File: config.mk
export PLATFORM = sky130hd
export DESIGN_NAME = data_sync_tx
export DESIGN_NICKNAME = d
export VERILOG_FILES = /design/src/rtl/data_sync_pkg.sv /design/src/rtl/data_sync_tx.sv
export SDC_FILE = /design/constraint.sdc
export NUM_CORES = 1
export LEC_CHECK = 0
export ABC_CLOCK_PERIOD_IN_PS = 3200
export CAP_MARGIN = 15
export CORE_MARGIN = 3
export CORE_UTILIZATION = 40
export DETAILED_ROUTE_END_ITERATION = 16
export DONT_BUFFER_PORTS = 1
export PLACE_DENSITY = 0.55
export SLEW_MARGIN = 20
export SYNTH_ARGS = -nofsm -noshare
export SYNTH_HDL_FRONTEND = slang
export SYNTH_SLANG_ARGS = --single-unit
File: constraint.sdc
create_clock -name clk -period 3.2 [get_ports clk]
set_clock_uncertainty 0.05 [all_clocks]
set_input_delay 0.64 -clock clk [delete_from_list [all_inputs] [get_ports clk]]
set_output_delay 0.64 -clock clk [all_outputs]
set_load 0.03 [all_outputs]
File: src/rtl/data_sync_pkg.sv
// Shared definitions for the data synchronizer family: FSM state encodings,
// legal parameter ranges and a small constant helper.
package data_sync_pkg;

  // Transmit FSM states; 2'd3 is unused and recovers to IDLE.
  typedef enum logic [1:0] {
    ST_IDLE = 2'd0,
    ST_HOLD = 2'd1,
    ST_GAP  = 2'd2
  } sync_state_e;

  // Legal ranges for the hold / gap timing parameters.
  localparam int unsigned HOLD_CYCLES_MIN = 32'd1;
  localparam int unsigned HOLD_CYCLES_MAX = 32'd255;
  localparam int unsigned GAP_CYCLES_MIN  = 32'd1;
  localparam int unsigned GAP_CYCLES_MAX  = 32'd255;

  // Larger of two unsigned values, usable in constant expressions.
  function automatic int unsigned max_u(input int unsigned a, input int unsigned b);
    return (a > b) ? a : b;
  endfunction

endpackage

File: src/rtl/data_sync_tx.sv
// Source-domain launcher for a qualified multi-bit synchronizer.
// A word is registered onto Unsync_bus together with a level qualifier
// (bus_enable) that stays high for HOLD_CYCLES and is then forced low for at
// least GAP_CYCLES+1 cycles, so a slower destination can reliably see every
// qualifier edge while the bus is held stable.
module data_sync_tx
  import data_sync_pkg::*;
#(
  parameter int unsigned BUS_WIDTH   = 8,
  parameter int unsigned HOLD_CYCLES = 4,
  parameter int unsigned GAP_CYCLES  = 2
) (
  input  logic                 clk,
  input  logic                 rst,
  input  logic [BUS_WIDTH-1:0] in_data,
  input  logic                 in_valid,
  output logic                 in_ready,
  output logic [BUS_WIDTH-1:0] Unsync_bus,
  output logic                 bus_enable,
  output logic                 busy
);

  // Reject illegal configurations at elaboration.
  if (BUS_WIDTH < 32'd1) begin : g_bad_bus_width
    $error("data_sync_tx: BUS_WIDTH must be at least 1");
  end
  if ((HOLD_CYCLES < HOLD_CYCLES_MIN) || (HOLD_CYCLES > HOLD_CYCLES_MAX)) begin : g_bad_hold
    $error("data_sync_tx: HOLD_CYCLES out of range 1..255");
  end
  if ((GAP_CYCLES < GAP_CYCLES_MIN) || (GAP_CYCLES > GAP_CYCLES_MAX)) begin : g_bad_gap
    $error("data_sync_tx: GAP_CYCLES out of range 1..255");
  end

  localparam int unsigned CNT_W = $clog2(max_u(HOLD_CYCLES, GAP_CYCLES) + 32'd1);

  localparam logic [CNT_W-1:0] CNT_ZERO  = {CNT_W{1'b0}};
  localparam logic [CNT_W-1:0] CNT_ONE   = CNT_W'(32'd1);
  localparam logic [CNT_W-1:0] HOLD_LOAD = CNT_W'(HOLD_CYCLES - 32'd1);
  localparam logic [CNT_W-1:0] GAP_LOAD  = CNT_W'(GAP_CYCLES - 32'd1);

  sync_state_e          state_q, state_d;
  logic [CNT_W-1:0]     cnt_q, cnt_d;
  logic                 en_q, en_d;
  logic [BUS_WIDTH-1:0] data_q, data_d;

  // Next-state, counter, qualifier and data-hold decode.
  always_comb begin
    state_d = state_q;
    cnt_d   = cnt_q;
    en_d    = en_q;
    data_d  = data_q;
    case (state_q)
      ST_IDLE: begin
        if (in_valid) begin
          // in_ready is implied by being in IDLE.
          data_d  = in_data;
          en_d    = 1'b1;
          state_d = ST_HOLD;
          cnt_d   = HOLD_LOAD;
        end else begin
          en_d = 1'b0;
        end
      end
      ST_HOLD: begin
        if (cnt_q == CNT_ZERO) begin
          en_d    = 1'b0;
          state_d = ST_GAP;
          cnt_d   = GAP_LOAD;
        end else begin
          cnt_d = cnt_q - CNT_ONE;
        end
      end
      ST_GAP: begin
        if (cnt_q == CNT_ZERO) begin
          state_d = ST_IDLE;
        end else begin
          cnt_d = cnt_q - CNT_ONE;
        end
      end
      default: begin
        // Unreachable encoding: recover quietly with the qualifier low.
        state_d = ST_IDLE;
        cnt_d   = CNT_ZERO;
        en_d    = 1'b0;
      end
    endcase
  end

  // State, counter and output registers; reset abandons any transfer.
  always_ff @(posedge clk or negedge rst) begin
    if (!rst) begin
      state_q <= ST_IDLE;
      cnt_q   <= CNT_ZERO;
      en_q    <= 1'b0;
      data_q  <= {BUS_WIDTH{1'b0}};
    end else begin
      state_q <= state_d;
      cnt_q   <= cnt_d;
      en_q    <= en_d;
      data_q  <= data_d;
    end
  end

  // Handshake/status decode from the state register only; the bus and its
  // qualifier come straight from flops so the destination sees no glitches.
  assign in_ready   = (state_q == ST_IDLE);
  assign busy       = (state_q == ST_HOLD) || (state_q == ST_GAP);
  assign bus_enable = en_q;
  assign Unsync_bus = data_q;

endmodule
==> flow_results.org <==
** Finish
- The repair_antennas step left the layout with diodes totalling 0.
- Final non-filler cell total :: 85
- After the last flow step, the layout net total stands at 81.
- Share of layout cells above drive strength 1 :: 31.15%
- Relative to the synthesized area, the layout overhead comes to 8.547%.

** Worst setup path
- Reg-to-reg startpoint :: state_q[0]
- The worst setup path is captured at a primary output.
- For the worst setup path, the data arrival time is 1230 ps.
- Worst setup startpoint :: state_q[0]
- The endpoint identified for the worst register-to-register timing path is cnt_q[2].
- STA classifies the critical path startpoint as a flop.
- The most critical setup path has its endpoint at in_ready.
- Kind of critical path :: reg2out
- At the worst endpoint, the required time is 2510 ps.
- Depth of the worst register-to-register path :: 6
- In this run the worst path has a maximum fanout of 4.
- In this run the register-to-register setup slack is 1350 ps.

** Clocking
- Reg clk slew, reported paths :: 70 ps
- In this run the number of H-tree levels came out at 1.
- Number of buffers created by CTS :: 3
- At the later pin of the worst-skew pair, clock insertion delay measures 270 ps.
- Counting along the longest clock path gives a buffer depth of 2.
- Setup bufs post-CTS :: 0
- TritonCTS built the clock tree.
- The cell sitting at the root of the clock tree is a sky130_fd_sc_hd__clkbuf_4.
- CTS saw 14 sinks.

** Yosys
- Synth warn :: 0
- Post-synthesis net count :: 75
- In this run, synthesis produced a sequential element count of 14.
- The synthesized netlist devotes 12.65% of its cell area to compound gates.
- Sequential elements use 47.86% of the synthesized area.
- Summing the areas of all fa, ha and maj instances in the mapped netlist gives 11.97% of the synthesized area.
- The most used flip-flop cell after synthesis is sky130_fd_sc_hd__dfrtp_1.
- Yosys top cell by area :: sky130_fd_sc_hd__dfrtp_1
- Per-instance average area after synthesis :: 12.84 sq um
- By area, the combinational part of the netlist is dominated by multiplexers.
- After Yosys synthesis, XOR and XNOR cells account for 0% of the synthesized area.
- Counting flops with an async set or reset pin after synthesis yields a share of 100.0%.
- Number of library cell types mapped by synthesis :: 22
- Post-synth top area share :: 47.86%
- Ranked by total cell area, the synthesized netlist is headed by sky130_fd_sc_hd__dfrtp_1 48%, sky130_fd_sc_hd__mux2_2 15%, sky130_fd_sc_hd__ha_1 12%.
- Cells after synthesis :: 57
- Top cells by instance count after synthesis :: 14 x sky130_fd_sc_hd__dfrtp_1, 10 x sky130_fd_sc_hd__mux2_2, 7 x sky130_fd_sc_hd__ha_1, 6 x sky130_fd_sc_hd__inv_1
- Multiplexer area fraction after synthesis :: 16.75%
- Yosys mapped a number of flops with a built-in enable equal to 0.
- Post-Synth Simple-Gate Area :: 7.179%
- In this run the cell area of the synthesized design comes to 732.0 sq um.
- Yosys instantiated no cell more often than sky130_fd_sc_hd__dfrtp_1.

** Detailed routing
- In this run the remaining antenna-violating nets after routing total 0.
- The detailed router placed 430 vias in this run.
- Using the TritonRoute via totals, the vias-per-cell ratio works out to 5.059.
- DRC violation count after routing :: 0
- Length of the first detailed-routing pass in iterations :: 4
- For this block, the routed nets add up to 1160 um of wire.
- Routed WL per cell :: 13.65 um
- Iteration-0 DRC Markers :: 2

** Power and ir drop
- Dividing total power by cell area gives a power density of 1220 nW/um^2.
- Worst vdd rail ir drop :: 0.0005765 V
- For this design the static power due to leakage is 0.3694 nW.

** Timing
- Dividing the final minimum period by the clock period gives 60.07%.
- Counting I/O delays and the setup requirement, the final critical path takes 1922 ps.
- Static timing analysis puts the maximum clock frequency at 0.5203 GHz.
- The count of final max-slew check failures is 0.
- Setup repair after global routing left no endpoint under its margin.
- Setup violations remaining at the end of the flow were counted as 0.
- Final count of hold timing violations :: 0
- Smallest hold slack :: 463.6 ps
- Accumulated negative setup slack :: 0 ps
- Tightest slew margin relative to the limit :: 59.08%
- Measured slew at the worst slew-check pin :: 611.7 ps
- Final setup slack of the worst path :: 1278 ps

** Floorplan
- Placeable Area :: 1612 sq um
- Vertical die dimension :: 48.78 um
- DIE AREA :: 2379 sq um
- The die is 48.78 um wide.
- Initial core utilization :: 45.42%
- Top-level I/O count :: 22
- The floorplan has 14 rows.

** Placed design
- Routability-driven placement finished with a final weighted congestion of 0.6587.
- In this run, placement finished with an instance count of 81.
- During placement, the flow inserted port buffers numbering 0.
- Detailed placement finished with a half-perimeter wire length of 938.7 um.
- Prior to clock tree synthesis, the placed netlist has a worst setup slack of 1339 ps.

** Global routing
- The via count of the first global-routing pass was 426.
- Grt ovf :: 0
- Entering global routing, the biggest net connects 15 pins.
- The number of antenna violations at the first check in global routing was 0.
- Global-route wire length before repair :: 1897 um
- Global routing used 10.44% of the available tracks.

** Outcome
- Outcome :: finished clean

** Hold path
- The worst hold path begins at cnt_q[1].
- Hold Path Class :: reg2reg

** Job
- Max Cap Violations :: 0
[stage by stage]
stage	instance area, sq um	utilization [%]	total power (W)
floorplan	732.0	-	0.0008086
global placement	762.0	47.28	0.0008807
detailed placement	762.0	47.28	0.0008870
CTS	794.5	49.30	0.0009882
global route	794.5	49.30	0.001040
finish	794.5	49.30	0.0009692
[routing by layer]
layer  global-route usage, %  wire (um)
met1                   11.92        512
met2                   16.29        556
met3                   6.422         91
met4                   2.844          0
met5                       0          0
[worst min-delay path by stage]
stage | to | cells after the start | slack, ps
floorplan | Unsync_bus[0] | 0 | 290
global placement | cnt_q[0] | 0 | 290
detailed placement | cnt_q[0] | 0 | 290
CTS | Unsync_bus[2] | 1 | 450
global route | Unsync_bus[0] | 1 | 450
finish | cnt_q[1] | 1 | 460
[cell usage in the layout, fill, tap and decap left out]
master,netlist,layout
sky130_fd_sc_hd__o21ai_0,2,2
sky130_fd_sc_hd__nor4_1,1,1
sky130_fd_sc_hd__mux2i_1,1,1
sky130_fd_sc_hd__nand2_1,2,2
sky130_fd_sc_hd__a211o_1,1,1
sky130_fd_sc_hd__clkbuf_4,0,3
sky130_fd_sc_hd__o31ai_1,1,1
sky130_fd_sc_hd__nor4b_1,1,1
sky130_fd_sc_hd__nor2_1,1,1
sky130_fd_sc_hd__inv_2,1,1
sky130_fd_sc_hd__o22ai_4,1,1
sky130_fd_sc_hd__a22o_1,1,1
sky130_fd_sc_hd__nand2b_4,1,1
sky130_fd_sc_hd__dlygate4sd3_1,0,1
sky130_fd_sc_hd__a21oi_4,1,1
sky130_fd_sc_hd__a21o_1,1,1
sky130_fd_sc_hd__dfrtp_1,14,14
sky130_fd_sc_hd__mux2_2,10,10
sky130_fd_sc_hd__ha_1,7,7
sky130_fd_sc_hd__a21oi_1,1,1
sky130_fd_sc_hd__nand2b_1,1,1
sky130_fd_sc_hd__nand2_2,1,1
sky130_fd_sc_hd__o21ai_2,1,1
sky130_fd_sc_hd__inv_1,6,6
[repair_timing]
| item | CTS | global route |
|---|---|---|
| hold buffers | 1 | 0 |
| endpoints found under the setup margin | 0 | 0 |
| resized for setup | 0 | 0 |
| endpoints found under the hold margin | 14 | 0 |
[cells by family (layout without fill, tap and decap cells)]
group	after synthesis	count (layout)
mux	11	11
buf+inv	7	11
compound gates	10	10
simple gates	8	8
flops	14	14
fa+ha+maj	7	7
[report_power, final]
group           total, W  leakage, nW  internal, W  switching, W
Sequential      0.000435        0.169     0.000263      0.000172
Combinational   0.000443        0.186     0.000203      0.000240
Clock          0.0000913       0.0138    0.0000435     0.0000478
Total           0.000969        0.369     0.000509      0.000460
[area by class of cell]
type,count,area (sq um)
timing repair buffer,1,10.01
inverter,7,26.28
sequential,14,350.3
multi-input combinational,36,355.3
clock buffer,3,22.52
tap,24,30.03
fill,157,817.0
[state kept, by name, indices dropped and copies added, names as in the netlist]
name        count
Unsync_bus      8
bus_enable      1
cnt_q           3
state_q         2
[worst max-delay path, stage by stage (launching register included)]
cell	delay, ps
sky130_fd_sc_hd__dfrtp_1	420
sky130_fd_sc_hd__inv_1	120
sky130_fd_sc_hd__ha_1	430
No activity file was read; power rests on OpenSTA's default activity.
